==> config.mk <==
export PLATFORM = sky130hd
export DESIGN_NAME = fetch_queue
export DESIGN_NICKNAME = d
export VERILOG_FILES = /design/src/rtl/fetch_queue.sv
export SDC_FILE = /design/constraint.sdc
export NUM_CORES = 1
export LEC_CHECK = 0
export ABC_AREA = 1
export BUFFER_PORTS_ARGS = -buffer_cell sky130_fd_sc_hd__buf_4
export CAP_MARGIN = 20
export CORE_ASPECT_RATIO = 1.2
export CORE_MARGIN = 10
export CORE_UTILIZATION = 63
export DETAILED_ROUTE_END_ITERATION = 16
export PLACE_DENSITY = 0.85
export SLEW_MARGIN = 30
export SYNTH_ARGS = -nofsm -noshare
export SYNTH_HDL_FRONTEND = slang
export SYNTH_SLANG_ARGS = --single-unit
==> constraint.sdc <==
create_clock -name clk_in -period 18.3 [get_ports clk_in]
set_input_delay 0 -clock clk_in [delete_from_list [all_inputs] [get_ports clk_in]]
set_output_delay 0 -clock clk_in [all_outputs]
set_load 0.005 [all_outputs]
==> src/rtl/fetch_queue.sv <==
// rtl/fetch_queue.sv - prefetching instruction fetch front end with a DEPTH-entry queue
module fetch_queue #(
    parameter int                ADDR_W     = 32,
    parameter int                DATA_W     = 32,
    parameter int                DEPTH      = 4,
    parameter logic [ADDR_W-1:0] RESET_PC   = '0,
    parameter int                INST_BYTES = 4
) (
    input  logic                      clk_in,
    input  logic                      rst_in,
    input  logic                      rdy_in,
    output logic                      mem_valid,
    output logic [ADDR_W-1:0]         mem_addr,
    input  logic [DATA_W-1:0]         mem_result,
    input  logic                      mem_ready,
    output logic                      inst_valid,
    output logic [ADDR_W-1:0]         inst_addr,
    output logic [DATA_W-1:0]         inst_result,
    input  logic                      dc_ok,
    input  logic [ADDR_W-1:0]         dc_next_pc,
    input  logic                      rob_clear,
    input  logic [ADDR_W-1:0]         rob_next_pc,
    output logic [$clog2(DEPTH):0]    q_count
);

    localparam int                PTR_W   = $clog2(DEPTH);
    localparam int                CNT_W   = PTR_W + 1;
    localparam logic [CNT_W-1:0]  DEPTH_C = CNT_W'(DEPTH);
    localparam logic [ADDR_W-1:0] STEP    = ADDR_W'(INST_BYTES);

    // FS_DROP: a request is still outstanding but its data belongs to a
    // path that has since been flushed, so the response must be thrown away.
    typedef enum logic [1:0] {
        FS_IDLE,
        FS_BUSY,
        FS_DROP
    } fetch_state_t;

    fetch_state_t state_q;
    fetch_state_t state_d;

    logic [ADDR_W-1:0] fetch_pc_q;
    logic [ADDR_W-1:0] req_addr_q;
    logic [PTR_W-1:0]  head_q;
    logic [PTR_W-1:0]  tail_q;
    logic [CNT_W-1:0]  count_q;
    logic [ADDR_W-1:0] q_addr [DEPTH];
    logic [DATA_W-1:0] q_data [DEPTH];

    logic              head_valid;
    logic [ADDR_W-1:0] seq_pc;
    logic              pop_req;
    logic              redirect;
    logic              flush;
    logic [ADDR_W-1:0] flush_pc;
    logic              push;
    logic              pop;
    logic              issue;

    // The head is read straight out of the registered queue, so a pushed word
    // only becomes visible the cycle after its response.
    assign head_valid  = (count_q != '0);
    assign inst_valid  = head_valid;
    assign inst_addr   = q_addr[head_q];
    assign inst_result = q_data[head_q];
    assign mem_valid   = (state_q != FS_IDLE);
    assign mem_addr    = req_addr_q;
    assign q_count     = count_q;
    assign seq_pc      = q_addr[head_q] + STEP;

    // Decode this cycle's flush / push / pop / issue and the fetch FSM next state.
    always_comb begin
        pop_req  = 1'b0;
        redirect = 1'b0;
        flush    = 1'b0;
        flush_pc = dc_next_pc;
        push     = 1'b0;
        pop      = 1'b0;
        issue    = 1'b0;
        state_d  = state_q;

        pop_req  = dc_ok && head_valid;
        // rob_clear outranks the decoder, so its dc_ok is not looked at.
        redirect = !rob_clear && pop_req && (dc_next_pc != seq_pc);
        flush    = rob_clear || redirect;
        flush_pc = rob_clear ? rob_next_pc : dc_next_pc;
        // A response landing on a flush cycle, or while dropping, is never queued.
        push     = (state_q == FS_BUSY) && mem_ready && !flush;
        pop      = pop_req && !flush;
        // No issue on a flush cycle: the new fetch_pc is only valid next cycle.
        issue    = (state_q == FS_IDLE) && !flush && (count_q < DEPTH_C);

        case (state_q)
            FS_IDLE: begin
                if (issue) begin
                    state_d = FS_BUSY;
                end
            end
            FS_BUSY: begin
                if (mem_ready) begin
                    state_d = FS_IDLE;
                end else if (flush) begin
                    state_d = FS_DROP;
                end
            end
            FS_DROP: begin
                if (mem_ready) begin
                    state_d = FS_IDLE;
                end
            end
            default: state_d = FS_IDLE;
        endcase
    end

    // Fetch FSM state register; a global stall freezes it.
    always_ff @(posedge clk_in) begin
        if (rst_in) begin
            state_q <= FS_IDLE;
        end else if (rdy_in) begin
            state_q <= state_d;
        end
    end

    // Fetch PC, request address and queue storage/pointers.
    always_ff @(posedge clk_in) begin
        if (rst_in) begin
            fetch_pc_q <= RESET_PC;
            req_addr_q <= '0;
            head_q     <= '0;
            tail_q     <= '0;
            count_q    <= '0;
            for (int i = 0; i < DEPTH; i++) begin
                q_addr[i] <= '0;
                q_data[i] <= '0;
            end
        end else if (rdy_in) begin
            if (issue) begin
                req_addr_q <= fetch_pc_q;
            end
            if (flush) begin
                fetch_pc_q <= flush_pc;
                head_q     <= '0;
                tail_q     <= '0;
                count_q    <= '0;
            end else begin
                if (push) begin
                    q_addr[tail_q] <= fetch_pc_q;
                    q_data[tail_q] <= mem_result;
                    tail_q         <= tail_q + PTR_W'(1);
                    fetch_pc_q     <= fetch_pc_q + STEP;
                end
                if (pop) begin
                    head_q <= head_q + PTR_W'(1);
                end
                if (push && !pop) begin
                    count_q <= count_q + CNT_W'(1);
                end else if (pop && !push) begin
                    count_q <= count_q - CNT_W'(1);
                end
            end
        end
    end

endmodule
* Word level (Yosys, flattened, before mapping)
Memories as Yosys holds them, arrays and structs flattened. A register that Yosys moved wholly into a read port is not among the register bits.
Cells that the tools add are included.
W data, S select, Z words.
** Word-level totals
- Flip-flop bits (word level) :: 73
- Bits in writable memories :: 256
- Input port bits :: 102
- Output and inout bits :: 101
- Word-level logic and storage cells :: 81
- Memories kept :: 2
** Operators by class
- Add/sub/neg operators :: 6
- $lt $le $gt $ge :: 1
- Equal/unequal tests :: 6
- Mux-type cells :: 32
- Reduce and logical (&&, ||, !) cells :: 28
** Memories
- q_addr :: words 4, width 32, rd ports 1, clocked after memory_dff 1, wr ports 4, line 47 : logic [ADDR_W-1:0] q_addr [DEPTH];
- q_data :: words 4, width 32, rd ports 1, clocked after memory_dff 1, wr ports 4, line 48 : logic [DATA_W-1:0] q_data [DEPTH];
** Operator list (number)
- $mux W32 :: 5
- $add A32 B3 Y32 const B :: 2
- $reduce_or A32 Y1 :: 2
- $ne A32 B32 Y1 :: 1
- $mux W2 :: 14
- $logic_and A1 B1 Y1 :: 10
- $mux W1 :: 9
- $mux W3 :: 3
- $reduce_and A2 Y1 :: 4
- $pmux W2 S3 :: 1
- $reduce_bool A2 Y1 :: 3
- $reduce_bool A3 Y1 :: 2
- $add A2 B1 Y2 const B :: 2
- $logic_not A1 Y1 :: 4
- $ne A2 B2 Y1 const B :: 2
- $reduce_and A4 Y1 :: 1
- $add A3 B1 Y3 const B :: 1
- $lt A3 B3 Y1 const B :: 1
- $ne A3 B3 Y1 const B :: 1
- $sub A3 B1 Y3 const B :: 1
- $eq A2 B1 Y1 const B :: 1
- $eq A2 B2 Y1 const B :: 1
- $logic_not A2 Y1 :: 1
- $logic_or A1 B1 Y1 :: 1

* Logic depth before layout (Yosys ltp)
- Word-level depth :: 14
- Depth in mapped cells :: 28
- Mapped depth without buffers :: 26

* Worst setup path before layout
OpenSTA, ideal clock, no wires.
- Path type :: reg2reg
- From :: reg with a tool-made name
- To :: mem q_addr[0][0], enable pin
- Library setup time :: 574 ps
- Arrival time :: 6949 ps
- Data required time :: 17726 ps
- Setup slack :: 10776 ps
- Stages on the path, launching flop included :: 23
- Path buffers :: 2
- Period minus slack after synthesis :: 7524 ps
- Path through :: dfxtp_1 > buf_4 > buf_6 > nand2_1 > nand2_1 > nand2_1 > nand2_1 > ha_1 > nand3_1 > nor2_1 > nand2_1 > nor2_4 > nand2_1 > nand2_1 > nand2_1 > nand3b_1 > nor2_1 > nand2_1 > nor2_2 > nand2_2 > nand2_4 > nand3_4 > o21ai_0
** RTL lines (line)
- end, declared :: 47

==> impl_metrics.tcl <==
set metrics [dict create \
    synth_nets 2130 \
    critical_path_class "flip-flop to flip-flop" \
    fin_crit_ns 6.06 \
    end_kind "flip-flop" \
    cpPeakStageDelay_ns 0.79 \
    path_delay_family "simple AND/OR/NAND/NOR gates" \
    fp.dieW_um 170 \
    ir_worst_vdd_mv 0.0844 \
    reg2reg_slack_ns 12.24 \
    post_cts_buffers 0 \
    grt_use_total_pct 31.4 \
    cts_sinks 331 \
    fin_nets 2350 \
    grt_setup_unrepaired "false" \
    placedInstanceArea_sq_um 18600 \
    cts_buffers 34 \
    p_per_area_nw_per_um2 84.4 \
    drive_above_1_share_pct 15.3 \
    worst_pin_slew_ns 0.985 \
    drt-initial-drc-count 1699 \
    cts_max_level 2 \
    io_pins 203 \
    first_pass_iters 7 \
    final_cell_area_sq_um 20400 \
    yosysTopAreaCell "edfxtp_1" \
    syn-cell-area_sq_um 17000 \
    critPathLaunchType "flip-flop" \
    insertedDiodeCount 0 \
    slew_violations 0 \
    cts_root_buf "clkbuf_16" \
    crit_slowest_cell "buf_4" \
    clkLatencyLatePin_ns 0.53 \
    use_met2_pct 53.7 \
    finalWirelength_mm 54.6 \
    antenna_found_initial 0 \
    clock_path_buffers 3 \
    synth_cell_types 40 \
    die_y_um 200 \
    grt_overflow 0 \
    gp_congestion 0.995 \
    dpl.hpwl_mm 34.4 \
    use_met3_pct 5.82 \
    hold_violations 0 \
    start_util_pct 64.4 \
    critPathMaxFanout 83 \
    yosysWarnings 0 \
    crit_chain "clkinv_2 > buf_4 > nand2_1 > nand2_1 > nand2_1 > nand2_1 > nand2_1 > nor2_1 > nand2_1 > nor2_1 > nand3_1 > nand3_1 > nand2_1 > nor2_1 > nand2_1 > nor2_2 > nand2_2 > nand2_4 > nand3_4 > nor2_4 > nand2_1 > buf_4 > nand2_2 > buf_4" \
    cts_resized 0 \
    coreArea_sq_um 26400 \
    finalSetupViolCount 0 \
    ys_seq_area_share_pct 54.0 \
    cts_tree "done" \
    io_buffers 202 \
    grt_pass1_wl_mm 83.4 \
    worstPathArrival_ns 6.19 \
    drc 0 \
    leakagePower_nw 8.39 \
    grt_pass1_vias 15445 \
    syn_avg_cell_area_sq_um 8.41 \
    final.setup.tns_ns 0 \
    fin_util_pct 77.3 \
    syn2layout_area_growth_pct 20.1 \
    core.rowCount 65 \
    grt_max_degree 111 \
    die-area_sq_um 34000 \
    min_from "dc_next_pc[9]" \
    finalCritPeriodShare_pct 33.1 \
    required_ns 18.44 \
    via_per_inst 5.94 \
    fmax_ghz 0.165 \
    cap_violations 0 \
    busiest_layer "met2" \
    status "completed" \
    use_met1_pct 35.9 \
    ant_nets 0 \
    vias 15470 \
    cts_hold_buf 79 \
    synth_top_area_share_pct 45.2 \
    relSlewSlack_pct 34.3 \
    crit_path_frequent_cell "nand2_1" \
    clock_skew_ns 0.0244 \
    hp-class "primary input to flip-flop" \
    ys_ff_latch 331 \
    synth_cells 2025 \
    path_buf_inv 4 \
    synth_area_leaders "edfxtp_1 45%, nand2_1 11%, dfxtp_1 8.8%" \
    wire_per_inst_um 21.0 \
    clkTransAtPathRegs_ns 0.06 \
]
## worst min-delay path, stage by stage
cell	delay (ns)
buf_4	0.09
inv_1	0.05
o21ai_0	0.15
nand2_1	0.07
nand2_1	0.06
nand2_1	0.04
o21ai_0	0.06
## layer usage
layer | part of all wire [%] | up-vias
met2 | 50 | 993
met1 | 34 | 7163
met3 | 10 | 180
met5 | 0 | -
met4 | 6.0 | 0
li1 | - | 7134
## power breakdown
part	total [mW]	internal (mW)	switching (mW)
Clock	0.674	0.380	0.294
Combinational	0.192	0.0728	0.119
Sequential	0.859	0.841	0.0179
Total	1.72	1.29	0.431
## cell families after synthesis
kind of cell / count (synthesis) / share of synthesized area [%]
fa+ha+maj: 3 / 0.265
buf+inv: 293 / 7.27
simple gates: 1079 / 27.5
compound gates: 268 / 8.40
flops: 331 / 54.0
mux: 1 / 0.0588
xor+xnor: 50 / 2.57
## cells in the final DEF (no fill, tap or decap), drive strengths merged, types with 6 or more instances in the layout
cell type,synthesis,layout
nand3b,9,9
nor2,339,339
nand3,117,117
clkinv,2,15
nor3,112,112
a21oi,44,44
buf,42,215
o22ai,48,48
dfxtp,75,75
xnor2,6,6
edfxtp,256,256
xor2,44,44
nand4,6,6
o21ai,162,162
clkbuf,68,43
nand2,490,490
dlygate4sd3,0,79
inv,181,183
## metrics by stage
stage	total power [mW]	cells	hold WS (ns)	worst slack, ns
after floorplan	0.963	2025	0.161	10.78
after global placement	1.04	2465	0.284	12.42
after detailed placement	1.04	2465	0.300	12.40
after CTS	1.72	2604	0.00453	12.37
after global routing	1.77	2604	0.0483	11.89
final	1.72	2604	0.0242	12.24
## synthesized netlist by cell type (all sizes together)
master / number
or2: 4
o21ai: 162
nand2: 490
o22ai: 48
nand3: 117
a21oi: 44
nand3b: 9
inv: 181
edfxtp: 256
clkinv: 2
buf: 42
fa: 1
xor2: 44
nor3: 112
o21bai: 1
nor2: 339
a211oi: 1
or3: 1
nand4: 6
a21o: 2
ha: 2
dfxtp: 75
clkbuf: 68
nor4: 1
xnor2: 6
a31oi: 5
o211ai: 5
mux2i: 1
## layout make-up
type                    count  area (sq um)
flip-flops and latches    331          9190
multi-input cells        1401          6640
fillers                  1769          5990
repair buffers            294          2430
clock buffers              43           895
inverters                 183           691
well taps                 335           419
clock inverters            17           174
## sequential cells by signal, summed over array words and instances, names as in the netlist, named ones only
signal,count
q_count,3
state_q,2
q_data,128
q_addr,128
tail_q,2
fetch_pc_q,32
mem_addr,32
head_q,2
## worst paths after layout
check,to,cells past startpoint
hold / removal,fetch_pc_q[9],7
setup / recovery,q_addr[1][8],24
hold reg to reg,mem_addr[31],2
setup reg to reg,q_addr[1][8],24
(Power assumes the default switching activity.)
